<file path="config.mk">
export PLATFORM = sky130hd
export DESIGN_NAME = vga_timing_gen
export DESIGN_NICKNAME = d
export VERILOG_FILES = /design/src/rtl/vga_timing_gen.sv
export SDC_FILE = /design/constraint.sdc
export NUM_CORES = 1
export LEC_CHECK = 0
export ABC_AREA = 1
export CAP_MARGIN = 20
export CORE_ASPECT_RATIO = 1.2
export CORE_MARGIN = 2
export CORE_UTILIZATION = 30
export CTS_BUF_LIST = sky130_fd_sc_hd__clkbuf_16
export CTS_CLUSTER_DIAMETER = 120
export DETAILED_ROUTE_END_ITERATION = 12
export HOLD_SLACK_MARGIN = 0.03
export SYNTH_ARGS = -nofsm -noshare
export SYNTH_HDL_FRONTEND = slang
export SYNTH_SLANG_ARGS = --single-unit
</file>
<file path="constraint.sdc">
create_clock -name clk -period 5.1 [get_ports clk]
set_input_delay 1.02 -clock clk [delete_from_list [all_inputs] [get_ports clk]]
set_output_delay 1.02 -clock clk [all_outputs]
set_load 0.01 [all_outputs]
</file>
<file path="src/rtl/vga_timing_gen.sv">
// Raster scan generator: divides the system clock down to a pixel tick and walks
// column/row over the full line/frame, with registered sync, blanking and frame strobes.
module vga_timing_gen #(
    parameter int H_ACTIVE = 640,
    parameter int H_FP     = 16,
    parameter int H_SYNC   = 96,
    parameter int H_BP     = 48,
    parameter int V_ACTIVE = 480,
    parameter int V_FP     = 10,
    parameter int V_SYNC   = 2,
    parameter int V_BP     = 33,
    parameter int SYNC_POL = 0,
    parameter int CLK_DIV  = 2
) (
    input  logic       clk,
    input  logic       rst,
    input  logic       enable,
    output logic       pixelTick,
    output logic       hsync,
    output logic       vsync,
    output logic [9:0] column,
    output logic [9:0] row,
    output logic       displayActive,
    output logic       frameStart,
    output logic       vblankStart
);

    localparam int H_TOTAL = H_ACTIVE + H_FP + H_SYNC + H_BP;
    localparam int V_TOTAL = V_ACTIVE + V_FP + V_SYNC + V_BP;
    localparam int DIV_W   = (CLK_DIV > 1) ? $clog2(CLK_DIV) : 1;

    localparam logic [DIV_W-1:0] DIV_LAST = DIV_W'(CLK_DIV - 1);
    localparam logic [9:0] H_LAST    = 10'(H_TOTAL - 1);
    localparam logic [9:0] V_LAST    = 10'(V_TOTAL - 1);
    localparam logic [9:0] H_VIS     = 10'(H_ACTIVE);
    localparam logic [9:0] V_VIS     = 10'(V_ACTIVE);
    localparam logic [9:0] HS_FIRST  = 10'(H_ACTIVE + H_FP);
    localparam logic [9:0] HS_LAST   = 10'(H_ACTIVE + H_FP + H_SYNC - 1);
    localparam logic [9:0] VS_FIRST  = 10'(V_ACTIVE + V_FP);
    localparam logic [9:0] VS_LAST   = 10'(V_ACTIVE + V_FP + V_SYNC - 1);
    localparam logic       SYNC_ON   = (SYNC_POL != 0);

    // Positions are carried in 10 bits, so larger rasters cannot be represented.
    if (H_TOTAL > 1024 || V_TOTAL > 1024 || CLK_DIV < 1) begin : g_bad_params
        $error("vga_timing_gen: unsupported parameter set");
    end

    logic [DIV_W-1:0] div_cnt_q, div_cnt_d;
    logic             tick_q, tick_d;
    logic [9:0]       column_q, column_d;
    logic [9:0]       row_q, row_d;
    logic             active_q, active_d;
    logic             hsync_q, hsync_d;
    logic             vsync_q, vsync_d;
    logic             frame_q, frame_d;
    logic             vblank_q, vblank_d;
    logic [9:0]       col_nxt, row_nxt;

    always_comb begin
        div_cnt_d = div_cnt_q;
        tick_d    = 1'b0;
        column_d  = column_q;
        row_d     = row_q;
        active_d  = active_q;
        hsync_d   = hsync_q;
        vsync_d   = vsync_q;
        frame_d   = 1'b0;
        vblank_d  = 1'b0;
        col_nxt   = (column_q == H_LAST) ? 10'd0 : column_q + 10'd1;
        row_nxt   = row_q;
        if (column_q == H_LAST) begin
            row_nxt = (row_q == V_LAST) ? 10'd0 : row_q + 10'd1;
        end

        if (!enable) begin
            div_cnt_d = '0;
        end else if (div_cnt_q == DIV_LAST) begin
            div_cnt_d = '0;
            tick_d    = 1'b1;
        end else begin
            div_cnt_d = div_cnt_q + DIV_W'(1);
        end

        // Decode from the next position so every output lines up with column/row.
        if (tick_d) begin
            column_d = col_nxt;
            row_d    = row_nxt;
            active_d = (col_nxt < H_VIS) && (row_nxt < V_VIS);
            hsync_d  = ((col_nxt >= HS_FIRST) && (col_nxt <= HS_LAST)) ? SYNC_ON : ~SYNC_ON;
            vsync_d  = ((row_nxt >= VS_FIRST) && (row_nxt <= VS_LAST)) ? SYNC_ON : ~SYNC_ON;
            frame_d  = (col_nxt == 10'd0) && (row_nxt == 10'd0);
            vblank_d = (col_nxt == 10'd0) && (row_nxt == V_VIS);
        end
    end

    always_ff @(posedge clk or posedge rst) begin
        if (rst) begin
            div_cnt_q <= '0;
            tick_q    <= 1'b0;
            column_q  <= H_LAST;
            row_q     <= V_LAST;
            active_q  <= 1'b0;
            hsync_q   <= ~SYNC_ON;
            vsync_q   <= ~SYNC_ON;
            frame_q   <= 1'b0;
            vblank_q  <= 1'b0;
        end else begin
            div_cnt_q <= div_cnt_d;
            tick_q    <= tick_d;
            column_q  <= column_d;
            row_q     <= row_d;
            active_q  <= active_d;
            hsync_q   <= hsync_d;
            vsync_q   <= vsync_d;
            frame_q   <= frame_d;
            vblank_q  <= vblank_d;
        end
    end

    assign pixelTick     = tick_q;
    assign column        = column_q;
    assign row           = row_q;
    assign displayActive = active_q;
    assign hsync         = hsync_q;
    assign vsync         = vsync_q;
    assign frameStart    = frame_q;
    assign vblankStart   = vblank_q;

endmodule

</file>
* Word level (Yosys, flattened, before mapping)
Cells that the tools add are included.
** Storage, ports and cells
- Register bits after elaboration :: 27
- Latch bits :: 0
- Memory bits (writable) :: 0
- ROM bits :: 0
- Output and inout port bits :: 26
- Memories :: 0
** Cells by class
- Add/sub/neg operators :: 3
- $mul :: 0
- Div/mod/pow operators :: 0
- $lt $le $gt $ge :: 6
- Eq/ne operators :: 3
- Shift-type cells :: 0
- Muxes and demuxes :: 11
- Bitwise operators :: 0
- Reduce and logical (&&, ||, !) cells :: 7
** Operator list (count)
- $mux 10 :: 3
- $add 10x1->10 const B :: 2
- $eq 10x10->1 const B :: 2
- $logic_not 10->1 :: 2
- $eq 10x9->1 const B :: 1
- $ge 10x10->1 const B :: 1
- $ge 10x9->1 const B :: 1
- $le 10x10->1 const B :: 1
- $le 10x9->1 const B :: 1
- $lt 10x10->1 const B :: 1
- $lt 10x9->1 const B :: 1
- $mux 1 :: 8
- $logic_and 1x1->1 :: 5
- $add 1x1->1 const B :: 1

* Depth between registers and ports, before layout
Gate-level depths: netlist (run 1).
- Depth in word-level cells :: 6
- Depth in mapped cells :: 12
- Mapped depth without buffers :: 12

* Worst setup path before layout (run 1)
OpenSTA, ideal clock, no wires.
- Path kind :: input to register
- Start :: input port enable
- End :: register row_q[0], in the netlist row[0]
- Arrival :: 1.790 ns
- Required time :: 5.018 ns
- Setup slack :: 3.228 ns
- Cell stages on the path :: 4
- Path buffers :: 1
- Cells stage by stage :: nand2_1 clkinv_1 clkbuf_1 a31oi_1
** On the way
- Word-level cells in the longest chain between the ends :: 1
** RTL lines
- start, declared :: line 17 : input logic enable,
- $mux 1 :: line 75 : if (!enable) begin
- net tick_d :: line 49 : logic tick_q, tick_d;
- end signal, assigned :: line 111 : row_q <= row_d;
- end, declared :: line 51 : logic [9:0] row_q, row_d;
The timed path passes the listed nets, and every way through them passes these cells.
A chain may end at the register's enable or synchronous reset.

* Final worst setup path (run 1)
- Start :: register column_q[3], in the netlist column[3]
- End :: output port column[3]
** RTL lines
- start, declared :: line 50 : logic [9:0] column_q, column_d;
- start signal, assigned :: line 110 : column_q <= column_d;
- end, declared :: line 21 : output logic [9:0] column,
No word-level cell between the ends.

==> impl_metrics.toml, run 1 <==
[routing]
vias_per_cell = 4.64
routedWlPerCell_um = 11.9
vias = 1723
drt_iter0_markers = 60
drt_pre_antenna_iters = 4
drc_errors = 0
wl_mm = 4.40
final_antenna_net_count = 0

[critical_path]
path_buf_inv = 1
r2r-start = "column[1]"
startpoint_type = "register"
r2r_end = "vblankStart"
path_class = "register to output port"
cp_max_fo = 8
slowest_delay_ns = 0.62
reg2reg_setup_slack_ns = 2.90
required_ns = 4.08
critPathCaptureType = "output port"
critPathSlowestCell = "dfstp_2"
cp_cell_sequence = "clkdlybuf4s50_1"
cp_top_family = "flip-flops"
critPathArrivalTime_ns = 1.44
crit_start = "column[3]"
reg2reg_depth = 9

[cts]
cts.sinks = 27
insertion_delay_ns = 0.26
cts_max_level = 1
cts_tree = "yes"
cts_made_buffers = 3
cts.clk_slew.worst_paths_ns = 0.07
ctsResizeCount = 0
root_buffer = "clkbuf_16"
post_cts_buffers = 0
ctsLongestPathBuffers = 2
postCtsHoldBufs = 0

[timing]
relSlewSlack_pct = 69.3
final_max_slew_viol_count = 0
worstMarginPinSlew_ns = 0.457
period_minus_slack_ns = 2.46
clock_skew_ns = 0.00249
finalHoldViolations = 0
fin_ws_ns = 2.64
clock.fmax_mhz = 406
setup_violations = 0
fin_crit_sh_pct = 48.3
tns_ns = 0
rsz0062_at_grt = "no"

[synth]
synth.distinct_cells = 29
synth_area_leaders = "dfrtp_1 20%, dfstp_2 17%, nand2_1 16%"
yosysWarnings = 0
synthCells = 262
yosys.area.top_type = "dfrtp_1"
syn_area_um2 = 1850
synth_top_area_share_pct = 20.3
syn_nets = 270
synth-seq-cells = 27
ys_seq_area_share_pct = 37.4
syn_area_per_cell_um2 = 7.04

[global_route]
gr-usage-all-layers_pct = 13.7
overflow = 0
antenna_found_initial = 0
grt_max_degree = 28
grt_pass1_wl_mm = 7.50
grt_pass1_vias = 1656

[floorplanning]
placementRows = 31
die_w_um = 75.6
start_util_pct = 30.7
die_area_um2 = 6800
die-height_um = 89.9
pin_count = 29
core_area_um2 = 6010

[finish]
diodes = 0
nFillCells = 641
drive_gt1_share_pct = 13.8
fin_nets = 298
instances_no_fill = 371
areaGrowthSynthToFinish_pct = 24.5
utilization_pct = 38.2

[place]
post-dp-hpwl_mm = 3.17
port_buffers = 28
placed_cells = 366
gp_congestion = 0.826
place_ws_ns = 2.47

[worst_hold_path]
hold_path_depth = 1
whs_endpoint = "div_cnt_q"
hp-class = "register to register"
holdCritStartpoint = "div_cnt_q"

[job]
drv_cap = 0

[power_and_ir_drop]
power.total_uw = 705
vdd_drop_max_uv = 264
p_per_area_nw_per_um2 = 307
power_leakage_uw = 0.00104

[run_status]
outcome = "complete, no violations"
## power by group
group          total, µW  internal, µW  switching, µW
clock                178           105           72.6
combinational        213          99.3            114
sequential           314           260           53.7
total                705           465            240
## layout by cell type (no fill, tap or decap), types with 3 or more instances in the layout
cell type        instances
nor2_2                   7
nor2_1                  24
clkdlybuf4s50_1         28
nor3_1                   4
dfrtp_1                 15
clkbuf_16                3
o21ai_0                 18
nand4_1                  8
nand3_1                 26
dfstp_2                 12
a21oi_1                  5
nand2_2                  4
nand3_2                  3
inv_1                   30
nand2_1                 79
ha_1                     5
## cell type report
| cell class | instances | area [µm²] | share of cell area, % |
|---|---|---|---|
| flip-flops and latches | 27 | 691 | 30.0 |
| inverters | 32 | 120 | 5.23 |
| multi-input cells | 196 | 991 | 43.1 |
| clock buffers | 3 | 75.1 | 3.27 |
| well taps | 82 | 103 | 4.46 |
| clock inverters | 1 | 3.75 | 0.163 |
| repair buffers | 30 | 315 | 13.7 |
## kinds of logic after synthesis
family | Yosys count | synth area share [%]
compound gates | 25 | 7.05
xor+xnor | 3 | 1.42
fa+ha+maj | 5 | 3.39
buf+inv | 39 | 8.88
flops | 27 | 37.4
simple gates | 163 | 41.8
## flip-flops by register name, summed over array words and instances, names as in the netlist
register	count
column	10
row	10
displayActive	1
div_cnt_q	1
frameStart	1
hsync	1
pixelTick	1
vblankStart	1
vsync	1
## routing by layer
metal | global-route usage, % | wire, µm | vias to the layer above
met2 | 23.0 | 2140 | 33
met1 | 18.3 | 2070 | 791
met3 | 1.35 | 136 | 4
met5 | 0 | 0 | -
li1 | - | - | 895
met4 | 3.95 | 42 | 0
## synth_stat cells
library cell  count
nand3_1          26
nand4_2           1
nand3_4           1
nand3b_1          1
xor2_1            2
inv_1            29
or2_1             1
nor2_4            2
nor2_2            7
dfrtp_1          15
buf_2             2
clkbuf_1          3
clkinv_1          1
nand3_2           3
buf_6             2
xnor2_1           1
a21oi_2           1
nor3_1            4
nand4_1           8
a31oi_1           1
o21ai_0          18
nand2_1          79
inv_2             2
ha_1              5
a21oi_1           5
nand2_2           4
nor3_2            2
dfstp_2          12
nor2_1           24
## how the worst max path moves through the flow
stage	cells past startpoint	endpoint	slack, ns
after floorplan	4	row[0]	3.23
after global placement	6	row[8]	2.53
after detailed placement	5	column[0]	2.47
after CTS	1	column[3]	2.64
after global routing	6	row[0]	2.53
final	1	column[3]	2.64
## per-stage QoR
step / area [µm²] / hold slack [ns]
floorplan: 1850 / 0.400
global placement: 2190 / 0.410
detailed placement: 2190 / 0.416
CTS: 2270 / 0.425
global route: 2300 / 0.460
finish: 2300 / 0.420
No activity file was read; power rests on OpenSTA's default activity.
==> run 2, diff against run 1 <==
==> constraint.sdc (replaced) <==
create_clock -name clk -period 2.2 [get_ports clk]
set_input_delay 0.44 -clock clk [delete_from_list [all_inputs] [get_ports clk]]
set_output_delay 0.44 -clock clk [all_outputs]
set_load 0.01 [all_outputs]
==> run 2 against run 1 <==
Against the previous run:
- die area stayed put
- clock skew is 0.00055 ns lower
- global-route usage is 0.78 points higher
- routed wire length is 2.8% higher
- core utilization is 0.19 points higher
- register-to-register slack worse by 2.7 ns
- cell area is 0.49% higher
- power is 130% higher
- largest cell class unchanged
==> impl_metrics.toml, run 2 (same netlist as run 1, synthesis figures left out) <==
[run_status]
outcome = "complete, no violations"

[power_and_ir_drop]
p_switching_uw = 564
power.internal_uw = 1080
swShare_pct = 34.3
p_per_area_nw_per_um2 = 711
seq_power_share_pct = 44.6
power_leakage_uw = 0.00104
vdd_drop_max_uv = 426
pwr-share-comb_pct = 30.0
clkPwrFrac_pct = 25.4
power.total_uw = 1640

[global_route]
grt_max_degree = 28
antenna_found_initial = 0
grt_pass1_wl_mm = 7.80
gr-usage-all-layers_pct = 14.5
overflow = 0
grt_pass1_vias = 1696

[timing]
tns_ns = 0
final_max_slew_viol_count = 0
finalHoldViolations = 0
rsz0062_at_grt = "no"
period_minus_slack_ns = 1.97
relSlewSlack_pct = 63.9
setup_violations = 0
fin_ws_ns = 0.230
worstMarginPinSlew_ns = 0.538
clock_skew_ns = 0.00194
fin_crit_sh_pct = 89.6
clock.fmax_mhz = 508

[finish]
layout_common_cells = "79 x nand2_1, 29 x inv_1, 28 x clkdlybuf4s50_1, 26 x nand3_1, 24 x nor2_1"
multi_input_area_um2 = 1000
design_area_um2 = 2310
diodes = 0
fin_nets = 299
drive_gt1_share_pct = 14.8
utilization_pct = 38.4
layout_commonest_cell = "nand2_1"
areaGrowthSynthToFinish_pct = 25.2
nFillCells = 633
seq_area_um2 = 691

[routing]
drc_errors = 0
final_antenna_net_count = 0
drt_iter0_markers = 112
wl_mm = 4.52
vias = 1741
drt_pre_antenna_iters = 4
routedWlPerCell_um = 12.2
vias_per_cell = 4.68

[job]
drv_cap = 0

[floorplanning]
placementRows = 31
core_area_um2 = 6010
pin_count = 29
die-height_um = 89.9
die_area_um2 = 6800
start_util_pct = 30.7
die_w_um = 75.6

[place]
port_buffers = 28
place_area_um2 = 2220
place_ws_ns = 0.141
post-dp-hpwl_mm = 3.35
gp_congestion = 0.877

[critical_path]
cp_common_cell = "nand2_1"
crit_end = "vsync"
cp_num_cells = 11
critPathArrivalTime_ns = 2.16
r2r-start = "column[1]"
cp_max_fo = 17
slowest_delay_ns = 0.58
cp_top_family = "simple AND/OR/NAND/NOR gates"
r2r_end = "vsync"
critPathCaptureType = "register"
crit_start = "column[1]"
reg2reg_depth = 11
cp_cell_sequence = "ha_2 > nand4_2 > nor2_4 > buf_12 > nand2_1 > nand2_1 > nand2_1 > nor2_2 > nand3_1 > nor2_1 > nor2_1"
required_ns = 2.39
path_class = "register to register"
critPathSlowestCell = "dfstp_2"
startpoint_type = "register"
path_buf_inv = 1
reg2reg_setup_slack_ns = 0.23

[cts]
cts_max_level = 1
cts_made_buffers = 3
cts_tree = "yes"
cts.clk_slew.worst_paths_ns = 0.07
ctsLongestPathBuffers = 2
post_cts_buffers = 0
cts.sinks = 27
root_buffer = "clkbuf_16"
insertion_delay_ns = 0.26

[worst_hold_path]
hp-class = "register to register"
==> run 2: power groups by stage <==
stage | clock (µW) | combinational [µW] | sequential [µW]
finish | 417 | 493 | 733
global route | 456 | 552 | 750
detailed placement | 0 | 493 | 739
CTS | 435 | 496 | 732
floorplan | 0 | 267 | 743
global placement | 0 | 487 | 737
==> run 2: stage by stage <==
step                      hold WS [ns]  instances
after global routing             0.434        372
after global placement           0.410        368
after floorplan                  0.400        262
final                            0.422        372
after CTS                        0.425        372
after detailed placement         0.416        368
==> run 2: worst min-delay path by stage <==
stage	endpoint	cells after the start	start	slack, ns
after floorplan	div_cnt_q	1	div_cnt_q	0.40
after global placement	div_cnt_q	1	div_cnt_q	0.41
after detailed placement	div_cnt_q	1	div_cnt_q	0.42
after CTS	div_cnt_q	1	div_cnt_q	0.43
after global routing	div_cnt_q	1	div_cnt_q	0.43
final	div_cnt_q	1	div_cnt_q	0.42
==> run 2: final cells by class <==
| class | count | share of cell area, % |
|---|---|---|
| timing repair buffer | 31 | 13.7 |
| multi-input combinational | 196 | 43.3 |
| tap | 82 | 4.44 |
| sequential | 27 | 29.9 |
| clock buffer | 3 | 3.25 |
| clock inverter | 1 | 0.217 |
| inverter | 32 | 5.20 |
==> run 2: what timing repair did <==
action / CTS / global route
resized for setup: 0 / 2
endpoints found under the setup margin: 0 / 3
hold buffers: 0 / 0
==> run 2: per-layer routing <==
layer / up-vias / wire length (µm) / part of all wire (%) / global-route usage (%)
met4: 0 / 82 / 1.8 / 4.68
met2: 33 / 2300 / 51 / 24.3
met3: 9 / 126 / 2.8 / 2.02
met1: 806 / 2020 / 45 / 18.8
met5: - / 0 / 0 / 0
li1: 893 / - / - / -
==> run 3, diff against run 2 <==
--- a/config.mk
+++ b/config.mk
@@ -13,6 +13,7 @@
 export CTS_BUF_LIST = sky130_fd_sc_hd__clkbuf_16
 export CTS_CLUSTER_DIAMETER = 120
 export DETAILED_ROUTE_END_ITERATION = 12
+export GPL_ROUTABILITY_DRIVEN = 0
 export HOLD_SLACK_MARGIN = 0.03
 export SYNTH_ARGS = -nofsm -noshare
 export SYNTH_HDL_FRONTEND = slang
==> results of run 3 <==
Same layout as run 2: the final DEF is identical, and so are final timing and power.
